--- src/rtl/knn_topk_sorter.sv ---
// Sorted top-K nearest-neighbour store: keeps the K smallest distances with labels,
// ascending, with a single-cycle parallel insert and a registered indexed read port.
module knn_topk_sorter #(
    parameter int unsigned DIST_W  = 33,
    parameter int unsigned LABEL_W = 8,
    parameter int unsigned K       = 4,
    localparam int unsigned IW     = $clog2(K) + 1
) (
    input  logic               clk,
    input  logic               rst_n,
    input  logic               clear,
    input  logic               in_valid,
    input  logic [DIST_W-1:0]  in_dist,
    input  logic [LABEL_W-1:0] in_label,
    input  logic [IW-1:0]      rd_idx,
    output logic [DIST_W-1:0]  rd_dist,
    output logic [LABEL_W-1:0] rd_label,
    output logic               rd_valid,
    output logic [IW-1:0]      count,
    output logic               full,
    output logic               in_accepted
);

    localparam int unsigned SW = (K > 1) ? $clog2(K) : 1;

    logic [K-1:0]         vld_q;
    logic [K-1:0]         vld_d;
    logic [K-1:0]         le;
    logic [DIST_W-1:0]    dist_q  [K];
    logic [DIST_W-1:0]    dist_d  [K];
    logic [LABEL_W-1:0]   label_q [K];
    logic [LABEL_W-1:0]   label_d [K];
    logic [IW-1:0]        count_q;
    logic                 in_accepted_q;
    logic [DIST_W-1:0]    rd_dist_q;
    logic [LABEL_W-1:0]   rd_label_q;
    logic                 rd_valid_q;
    logic                 ins;
    logic                 full_w;
    logic [SW-1:0]        sel;

    // le is a thermometer code (sorted, contiguous list); its popcount is the insert position.
    // Each slot keeps its entry, takes the candidate, or takes its lower neighbour.
    genvar i;
    generate
        for (i = 0; i < K; i++) begin : g_slot
            assign le[i] = vld_q[i] && (dist_q[i] <= in_dist);
            if (i == 0) begin : g_head
                assign vld_d[i]   = 1'b1;
                assign dist_d[i]  = le[i] ? dist_q[i]  : in_dist;
                assign label_d[i] = le[i] ? label_q[i] : in_label;
            end else begin : g_tail
                assign vld_d[i]   = le[i] | vld_q[i-1];
                assign dist_d[i]  = le[i] ? dist_q[i]  : (le[i-1] ? in_dist  : dist_q[i-1]);
                assign label_d[i] = le[i] ? label_q[i] : (le[i-1] ? in_label : label_q[i-1]);
            end
        end
    endgenerate

    assign ins    = in_valid && !le[K-1];
    assign full_w = (count_q == IW'(K));
    assign sel    = rd_idx[SW-1:0];

    always_ff @(posedge clk) begin
        if (!rst_n) begin
            vld_q         <= '0;
            count_q       <= '0;
            in_accepted_q <= 1'b0;
            rd_dist_q     <= '0;
            rd_label_q    <= '0;
            rd_valid_q    <= 1'b0;
            for (int k = 0; k < K; k++) begin
                dist_q[k]  <= '0;
                label_q[k] <= '0;
            end
        end else begin
            // Read samples pre-update slot contents.
            if (rd_idx < IW'(K)) begin
                rd_dist_q  <= dist_q[sel];
                rd_label_q <= label_q[sel];
                rd_valid_q <= vld_q[sel];
            end else begin
                rd_dist_q  <= '0;
                rd_label_q <= '0;
                rd_valid_q <= 1'b0;
            end

            if (clear) begin
                vld_q         <= '0;
                count_q       <= '0;
                in_accepted_q <= 1'b0;
            end else begin
                in_accepted_q <= ins;
                if (ins) begin
                    vld_q <= vld_d;
                    for (int k = 0; k < K; k++) begin
                        dist_q[k]  <= dist_d[k];
                        label_q[k] <= label_d[k];
                    end
                    if (!full_w) begin
                        count_q <= count_q + IW'(1);
                    end
                end
            end
        end
    end

    assign rd_dist     = rd_dist_q;
    assign rd_label    = rd_label_q;
    assign rd_valid    = rd_valid_q;
    assign count       = count_q;
    assign full        = full_w;
    assign in_accepted = in_accepted_q;

endmodule

--- config.mk ---
export PLATFORM = sky130hd
export DESIGN_NAME = knn_topk_sorter
export DESIGN_NICKNAME = d
export VERILOG_FILES = /design/src/rtl/knn_topk_sorter.sv
export SDC_FILE = /design/constraint.sdc
export NUM_CORES = 1
export LEC_CHECK = 0
export BUFFER_PORTS_ARGS = -buffer_cell sky130_fd_sc_hd__buf_2
export CAP_MARGIN = 10
export CORE_MARGIN = 10
export CORE_UTILIZATION = 28
export CTS_CLUSTER_DIAMETER = 100
export DETAILED_ROUTE_END_ITERATION = 10
export PLACE_DENSITY_LB_ADDON = 0.08
export SLEW_MARGIN = 30
export SYNTH_ARGS = -nofsm -noshare
export SYNTH_HDL_FRONTEND = slang
export SYNTH_SLANG_ARGS = --single-unit
--- constraint.sdc ---
create_clock -name clk -period 8.6 [get_ports clk]
set_input_delay 0.43 -clock clk [delete_from_list [all_inputs] [get_ports clk]]
set_output_delay 0.43 -clock clk [all_outputs]
set_load 0.1 [all_outputs]
==> impl_metrics.py, run 1 <==
metrics = {
    "sta": {
        "fin_crit_sh": 0.6038,
        "tns_ns": 0,
        "skew_ns": 0.02939,
        "period_minus_slack_ns": 5.193,
        "slew_viol_final": 0,
        "max_freq_mhz": 192.6,
        "setup_violations": 0,
        "fin_ws_ns": 3.407,
        "rsz0062_at_grt": "false",
        "final_hold_viol_count": 0,
        "slew_headroom": 0.3429,
        "tightest_slew_ns": 0.9766,
    },
    "final_layout": {
        "post-route-util": 0.3264,
        "syn_to_final_growth_pct": 15.74,
        "n_antenna_cell": 0,
        "n_fill_cell": 4648,
        "drive_above_1_share": 0.1748,
        "instances_no_fill": 1807,
        "fin_nets": 1367,
    },
    "drt": {
        "firstDrtPassIters": 5,
        "viasPerCell": 5.065,
        "dr_total_vias": 9152,
        "drtIter0Drc": 533,
        "drc": 0,
        "finalWirelength_um": 42470,
        "ant_nets": 0,
        "wl_per_cell_um": 23.50,
    },
    "clock_network": {
        "cts_tree": "built",
        "postCtsSetupRepairBufs": 0,
        "cts-htree-levels": 1,
        "cts.clk_slew.worst_paths_ns": 0.06,
        "cts_made_buffers": 28,
        "clockBufferDepth": 3,
        "clock-root-buffer": "clkbuf_16",
        "clock_sink_count": 214,
        "clk_latency_ns": 0.58,
        "cts.hold.buffers_added": 0,
        "cts_resized": 0,
    },
    "worst_hold_path": {
        "hold_path_class": "input port to flip-flop",
    },
    "yosys": {
        "synth_edf_count": 164,
        "synth_seq_area_share": 0.4640,
        "synth-seq-cells": 214,
        "synth_cell_type_count": 54,
        "syn_avg_cell_area_um2": 11.51,
        "synth_warnings": 0,
        "syn_area_um2": 12770,
        "async_flop_share": 0,
        "synth_nets": 1292,
        "synth_cells": 1110,
        "synth_ff_type": "edfxtp_1",
    },
    "worst_setup_path": {
        "critPathKind": "flip-flop to flip-flop",
        "worstSetupEndpointType": "flip-flop",
        "cp-startpoint": "dist_q[3][30]",
        "crit_path_end": "dist_q[0][3]",
        "critPathArrivalTime_ns": 5.47,
        "start_kind": "flip-flop",
        "path_max_fanout": 68,
        "ff2ff_setup_slack_ns": 3.41,
        "r2r_start": "dist_q[3][30]",
        "crit_required_ns": 8.88,
        "worstReg2RegEnd": "dist_q[0][3]",
        "worst_r2r_path_depth": 9,
    },
    "floorplan": {
        "initial_core_util": 0.2820,
        "die_w_um": 233.6,
        "die_area_um2": 54550,
        "die_h_um": 233.6,
        "coreArea_um2": 45280,
        "rows": 78,
        "pin_count": 95,
    },
    "place": {
        "portBuffers": 94,
        "placed_cells": 1755,
        "place_congestion": 0.7941,
        "dp_slack_ns": 3.181,
        "dp_hpwl_um": 28480,
    },
    "power_and_ir_drop": {
        "pwr_density_cell_nw_per_um2": 196.6,
        "power.leakage_nw": 5.736,
        "ir_worst_vdd_mv": 0.1361,
    },
    "run_status": {
        "status": "finished, final reports clean",
    },
    "global_route": {
        "antenna_found_initial": 2,
        "grt_overflow": 0,
        "grt_pass1_vias": 9462,
        "grt_pass1_wl_um": 63980,
        "grt_use_total": 0.1553,
        "grt_max_degree": 69,
    },
    "job": {
        "maxCapViolCount": 0,
    },
}
-- state kept, by name, summed over array words and instances, names as in the netlist --
signal,cells
dist_q,132
vld_q,4
count,3
in_accepted,1
label_q,32
rd_dist,33
rd_valid,1
rd_label,8
-- cells by family (layout without fill, tap and decap cells) --
family          count (synthesis)  after routing  share of synthesized area
mux                           124            124                     0.1383
simple gates                  318            318                     0.1213
flops                         214            214                     0.4640
compound gates                206            206                     0.1023
buf+inv                       114            211                    0.04281
fa+ha+maj                     134            134                     0.1313
-- per-layer routing --
layer	share of wire	wire length, um	vias to the layer above	GRT usage
li1	-	-	4342	-
met1	0.48	20520	4584	0.2166
met2	0.46	19660	177	0.2514
met3	0.036	1520	45	0.02330
met4	0.017	741	4	0.02903
met5	0.00064	27	-	0
-- per-stage QoR --
step	cell area (um^2)	power [mW]	hold WS, ns
floorplan	12770	1.562	0.4691
global placement	13820	1.721	0.5255
detailed placement	13830	1.720	0.5271
CTS	14780	2.954	0.1514
global route	14780	3.035	0.1787
finish	14780	2.907	0.1841
-- cell usage after synthesis (3+ instances only) --
cell        n  share of area
a211oi_1    3         0.0018
nand4_1    23          0.011
o211ai_1   44          0.026
mux4_2     42          0.074
a21o_1     16         0.0094
nor2_1    124          0.036
mux2i_1    82          0.064
and2_1      9         0.0044
o21ai_0    22         0.0086
o31ai_1     3         0.0018
a221o_1     3         0.0024
nor4_1      4         0.0020
nand2_1    33         0.0097
edfxtp_1  164           0.39
ha_1      134           0.13
a21oi_1    95          0.037
and4_1      3         0.0021
nand3_1    50          0.020
buf_4       4         0.0024
inv_1      50          0.015
buf_2      17         0.0067
dfxtp_1    50          0.078
clkbuf_1   26         0.0076
buf_6      11         0.0097
nand2b_1    5         0.0024
nor3_1      6         0.0024
nor2b_1    50          0.024
buf_1       6         0.0018
-- how the worst min path moves through the flow --
stage          slack (ns)  depth (start not counted)            end   startpoint
5_1_grt              0.18                          2  label_q[0][1]  in_label[1]
2_1_floorplan        0.47                          2       vld_q[2]     vld_q[2]
6_report             0.18                          2  label_q[0][0]  in_label[0]
3_5_place_dp         0.53                          2       vld_q[2]     vld_q[2]
4_1_cts              0.15                          2  label_q[0][0]  in_label[0]
3_3_place_gp         0.53                          2       vld_q[2]     vld_q[2]
-- placed cells by master, fill, tap and decap left out, drive strengths merged, types with 3 or more instances in the layout --
master and instances:
ha 134, nand2b 5, nand2 33, nand3 50
o21ai 22, nor2 124, o31ai 3, a211oi 4
edfxtp 164, a221o 3, clkinv 4, clkbuf 44
a21oi 95, nor2b 50, mux2i 82, a21o 16
buf 109, inv 50, nor4 4, dfxtp 50
mux4 42, nor3 6, and4 3, o211ai 44
and2 11, nand4 23
-- critical path, stage by stage (launching register included) --
cell and delay (ns):
edfxtp_1 0.43, ha_1 0.32, nand3_1 0.15, nor4_1 0.88, a41oi_1 0.26, a211oi_2 0.71, nand2b_4 0.83, buf_4 0.57
o21ai_4 0.30, buf_4 0.34
-- power by group --
group	switching (mW)	internal, mW	leakage [nW]
registers	0.0503	1.19	2.13
clock network	0.487	0.728	0.459
logic	0.299	0.157	3.15
total	0.836	2.07	5.74
-- layout make-up --
class	instances	area (um^2)	share of cell area
Tap cell	600	750.7	0.05079
Inverter	50	187.7	0.01270
Multi-Input combinational cell	782	6381	0.4317
Timing Repair Buffer	109	589.3	0.03987
Clock inverter	8	106.4	0.007195
Sequential cell	214	5926	0.4009
Clock buffer	44	840.8	0.05688
No activity file was read; power rests on OpenSTA's default activity.
==> inputs of run 2 (changes only) <==
clock period = 4.3 ns   (was 8.6 ns; I/O delays follow)
==> run 2 against run 1 <==
Clock power increased by 100%. Via count is 1.3% higher. Highest routed layer is now met4. Die area is the same. Non-clock buffer count is 23 higher.
==> impl_metrics.py, run 2 (synthesized netlist as in run 1, its figures left out) <==
metrics = {
    "power_and_ir_drop": {
        "power.leakage_nw": 5.880,
        "power_mw": 5.885,
        "ir_worst_vdd_mv": 0.2486,
        "pwr_density_cell_nw_per_um2": 391.0,
    },
    "worst_setup_path": {
        "start_kind": "flip-flop",
        "slowest_stage": "or4_1",
        "crit_required_ns": 4.61,
        "crit_family": "simple AND/OR/NAND/NOR gates",
        "ff2ff_setup_slack_ns": 0.48,
        "worstSetupEndpointType": "flip-flop",
        "crit_chain": "ha_1, nand4_1, or4_1, o2111a_1, o31a_1, a211oi_2, nand2b_4, buf_12, inv_1, and2_1",
        "cp_slowest_stage_delay_ns": 0.57,
        "path_max_fanout": 105,
        "critPathKind": "flip-flop to flip-flop",
        "worstReg2RegEnd": "label_q[0][1]",
        "critPathArrivalTime_ns": 4.14,
        "cp_num_buf_inv": 2,
        "worst_r2r_path_depth": 10,
        "r2r_start": "dist_q[3][16]",
    },
    "clock_network": {
        "cts_resized": 0,
        "postCtsSetupRepairBufs": 0,
        "cts_tree": "built",
        "clock-root-buffer": "clkbuf_16",
        "cts_made_buffers": 28,
        "clockBufferDepth": 3,
        "cts.clk_slew.worst_paths_ns": 0.06,
        "clk_latency_ns": 0.56,
        "clock_sink_count": 214,
        "cts-htree-levels": 1,
        "cts.hold.buffers_added": 9,
    },
    "final_layout": {
        "largest_register_ffs": 132,
        "fin_nets": 1390,
        "syn_to_final_growth_pct": 17.87,
        "top_register": "dist_q",
        "post-route-util": 0.3324,
        "drive_above_1_share": 0.1813,
        "n_antenna_cell": 0,
        "layout_common_cells": "edfxtp_1, ha_1, nor2_1",
        "n_fill_cell": 4696,
        "final_common_cell": "edfxtp_1",
    },
    "worst_hold_path": {
        "whs_path_depth": 3,
        "min_from": "in_dist[15]",
        "hold_path_class": "input port to flip-flop",
        "hold_end": "dist_q[3][15]",
    },
    "global_route": {
        "antenna_found_initial": 0,
        "grt_max_degree": 106,
        "grt_use_total": 0.1572,
        "grt_pass1_wl_um": 65040,
        "grt_pass1_vias": 9721,
        "grt_overflow": 0,
    },
    "sta": {
        "whs_ns": 0.02228,
        "tightest_slew_ns": 0.9877,
        "period_minus_slack_ns": 3.824,
        "fin_crit_sh": 0.8892,
        "slew_headroom": 0.3415,
        "tns_ns": 0,
        "max_freq_mhz": 261.5,
        "rsz0062_at_grt": "false",
        "slew_viol_final": 0,
        "skew_ns": 0.01087,
        "final_hold_viol_count": 0,
        "setup_violations": 0,
    },
    "drt": {
        "firstDrtPassIters": 5,
        "dr_total_vias": 9274,
        "finalWirelength_um": 43270,
        "drc": 0,
        "ant_nets": 0,
        "drtIter0Drc": 564,
        "wl_per_cell_um": 23.64,
        "viasPerCell": 5.068,
    },
    "place": {
        "dp_hpwl_um": 29280,
        "portBuffers": 94,
        "place_congestion": 0.8010,
    },
    "floorplan": {
        "die_w_um": 233.6,
        "coreArea_um2": 45280,
        "die_area_um2": 54550,
        "pin_count": 95,
        "initial_core_util": 0.2820,
        "rows": 78,
        "die_h_um": 233.6,
    },
    "job": {
        "maxCapViolCount": 0,
    },
    "run_status": {
        "status": "finished, final reports clean",
    },
}
run 2: where the power goes:
group	switching [mW]	internal, mW
clock network	0.955	1.52
logic	0.611	0.332
registers	0.0973	2.37
total	1.66	4.22
run 2: tightest hold or removal path, delay by kind of cell:
family	cells	cell delay, ns
AND/OR/NAND/NOR	1	0.08
buffers and inverters	1	0.11
multiplexers	1	0.07
run 2: routing by layer:
metal | vias to the layer above | global-route usage | wire, um
li1 | 4387 | - | -
met1 | 4670 | 0.2191 | 20830
met2 | 166 | 0.2555 | 20180
met3 | 51 | 0.02232 | 1535
met4 | 0 | 0.02943 | 720
met5 | - | 0 | 0
run 2: cell type report:
type	instances	area, um^2	area share
timing repair buffer	132	859.6	0.05710
multi-input combinational	782	6375	0.4235
inverter	50	187.7	0.01247
clock buffer	40	797.0	0.05295
clock inverter	12	157.7	0.01047
tap	600	750.7	0.04987
sequential	214	5926	0.3936
run 2: worst max path at each step:
| stage | start | to | cells after the start |
|---|---|---|---|
| 6_report | dist_q[3][16] | label_q[0][1] | 10 |
| 3_5_place_dp | in_dist[16] | dist_q[3][22] | 12 |
| 4_1_cts | dist_q[3][16] | dist_q[3][22] | 10 |
| 5_1_grt | dist_q[3][16] | dist_q[3][24] | 10 |
| 3_3_place_gp | in_dist[16] | dist_q[3][22] | 12 |
| 2_1_floorplan | dist_q[3][31] | dist_q[0][0] | 10 |
run 2: metrics by stage:
stage / cells / cell area (um^2) / worst slack (ns)
floorplan: 1110 / 12770 / -0.1577
global placement: 1769 / 14000 / 0.4695
detailed placement: 1769 / 14010 / 0.4027
CTS: 1830 / 15050 / 0.4525
global route: 1830 / 15050 / 0.2906
finish: 1830 / 15050 / 0.4763
==> inputs of run 3 (changes only) <==
CORE_UTILIZATION = 23   (was 28)
==> run 3 against run 2 <==
Flip-flop and latch count unchanged. Global-route usage down 1.6 points. Non-clock buffer count up 28. Clock skew up 0.0051 ns. Clock-buffer cell count up 7. First-iteration DRC count down 25%. Register-to-register slack better by 0.24 ns. Critical path type unchanged. Largest cell class unchanged. Largest power group unchanged.
==> impl_metrics.py, run 3 (synthesized netlist as in run 1, its figures left out) <==
metrics = {
    "drt": {
        "drc": 0,
        "wl_per_cell_um": 23.23,
        "viasPerCell": 4.698,
        "dr_total_vias": 9434,
        "drtIter0Drc": 422,
        "firstDrtPassIters": 5,
        "ant_nets": 0,
        "finalWirelength_um": 46650,
    },
    "worst_setup_path": {
        "critPathKind": "flip-flop to flip-flop",
        "worst_r2r_path_depth": 9,
        "ff2ff_setup_slack_ns": 0.72,
        "r2r_start": "dist_q[1][28]",
        "start_kind": "flip-flop",
        "crit_required_ns": 4.60,
        "path_max_fanout": 10,
        "worstReg2RegEnd": "dist_q[2][19]",
        "worstSetupEndpointType": "flip-flop",
        "critPathArrivalTime_ns": 3.88,
    },
    "clock_network": {
        "clockBufferDepth": 3,
        "cts-htree-levels": 1,
        "cts_made_buffers": 29,
        "cts_tree": "built",
        "clock_sink_count": 214,
        "clock-root-buffer": "clkbuf_16",
        "clk_latency_ns": 0.58,
        "cts.clk_slew.worst_paths_ns": 0.06,
        "cts_resized": 0,
    },
    "power_and_ir_drop": {
        "intPower_mw": 4.144,
        "p_switching_mw": 1.707,
        "ir_worst_vdd_mv": 0.2818,
        "p_comb_frac": 0.166,
        "pwr_density_cell_nw_per_um2": 377.9,
        "power.leakage_nw": 5.991,
        "power_mw": 5.851,
        "p_sw_frac": 0.2917,
        "pwr-share-clk": 0.411,
        "seq_power_share": 0.422,
    },
    "floorplan": {
        "pin_count": 95,
        "initial_core_util": 0.2318,
        "rows": 86,
        "die_area_um2": 65350,
        "coreArea_um2": 55090,
        "die_w_um": 255.6,
        "die_h_um": 255.6,
    },
    "final_layout": {
        "fin_nets": 1419,
        "final_common_cell": "edfxtp_1",
        "drive_above_1_share": 0.1825,
        "largest_register_ffs": 132,
        "syn_to_final_growth_pct": 21.23,
        "fin_area_um2": 15480,
        "layout_common_cells": "edfxtp_1, ha_1, nor2_1",
        "n_antenna_cell": 0,
        "top_register": "dist_q",
    },
    "sta": {
        "max_freq_mhz": 279.4,
        "skew_ns": 0.01600,
        "tightest_slew_ns": 0.8893,
        "final_hold_viol_count": 0,
        "setup_violations": 0,
        "slew_headroom": 0.4071,
        "slew_viol_final": 0,
        "period_minus_slack_ns": 3.579,
        "fin_crit_sh": 0.8324,
        "rsz0062_at_grt": "false",
    },
    "job": {
        "maxCapViolCount": 0,
    },
    "place": {
        "postPlaceCellArea_um2": 14260,
        "place_congestion": 0.7686,
        "portBuffers": 94,
        "dp_hpwl_um": 31800,
    },
    "worst_hold_path": {
        "min_from": "in_dist[24]",
        "hold_path_class": "input port to flip-flop",
        "hold_end": "dist_q[2][24]",
        "whs_path_depth": 3,
    },
    "global_route": {
        "grt_pass1_wl_um": 70660,
        "grt_use_total": 0.1411,
        "antenna_found_initial": 0,
        "grt_max_degree": 72,
        "grt_pass1_vias": 10187,
        "grt_overflow": 0,
    },
    "run_status": {
        "status": "finished, final reports clean",
    },
}
[run 3: worst max-delay path, stage by stage, from the launching register on]
cell and delay (ns):
edfxtp_1 0.44, ha_1 0.35, nand4_1 0.18, nor4_1 0.61, nand2_1 0.16, or2_2 0.35, a221oi_4 0.58, buf_4 0.36
mux2i_1 0.23, nor2_1 0.05
[run 3: per-stage QoR]
stage,hold WS [ns],util,setup TNS [ns],std cells,setup WS (ns)
after floorplan,0.4004,-,-19.40,1110,-0.1577
after global placement,0.5274,0.2589,0,1925,0.6499
after detailed placement,0.5241,0.2589,0,1925,0.6303
after CTS,0.0002933,0.2810,0,2008,0.6621
after global routing,0.02531,0.2810,0,2008,0.4512
final,0.03105,0.2810,0,2008,0.7207
[run 3: cell type report]
cell class                 count  area [um^2]
fill                        5807        39610
sequential                   214         5926
clock buffer                  47        864.6
inverter                      50        187.7
multi-input combinational    782         6375
tap                          748        935.9
clock inverter                 7        65.06
timing repair buffer         160         1129
[run 3: timing repair]
action                                  CTS  global route
setup buffers                             0             0
hold buffers                             29             0
endpoints found under the hold margin    43             0
endpoints found under the setup margin    0             0
[run 3: metal layers]
| layer | vias to the layer above | wire (um) | part of all wire | track usage |
|---|---|---|---|---|
| li1 | 4448 | - | - | - |
| met1 | 4795 | 22100 | 0.47 | 0.1887 |
| met2 | 156 | 22540 | 0.48 | 0.2409 |
| met3 | 35 | 1450 | 0.031 | 0.02080 |
| met4 | 0 | 561 | 0.012 | 0.02100 |
| met5 | - | 0 | 0 | 0 |
[run 3: worst max path at each step]
stage | startpoint | endpoint
after floorplan | dist_q[3][31] | dist_q[0][0]
after global placement | in_dist[31] | dist_q[2][22]
after detailed placement | in_dist[31] | dist_q[2][21]
after CTS | dist_q[3][15] | dist_q[3][24]
after global routing | in_dist[30] | label_q[2][2]
final | dist_q[1][28] | dist_q[2][19]
[run 3: power groups by stage]
stage / Clock [mW] / Combinational [mW] / Sequential (mW)
2_1_floorplan: 0 / 0.514 / 2.61
3_3_place_gp: 0 / 0.968 / 2.52
3_5_place_dp: 0 / 0.967 / 2.52
4_1_cts: 2.51 / 0.993 / 2.47
5_1_grt: 2.58 / 1.07 / 2.49
6_report: 2.41 / 0.972 / 2.47
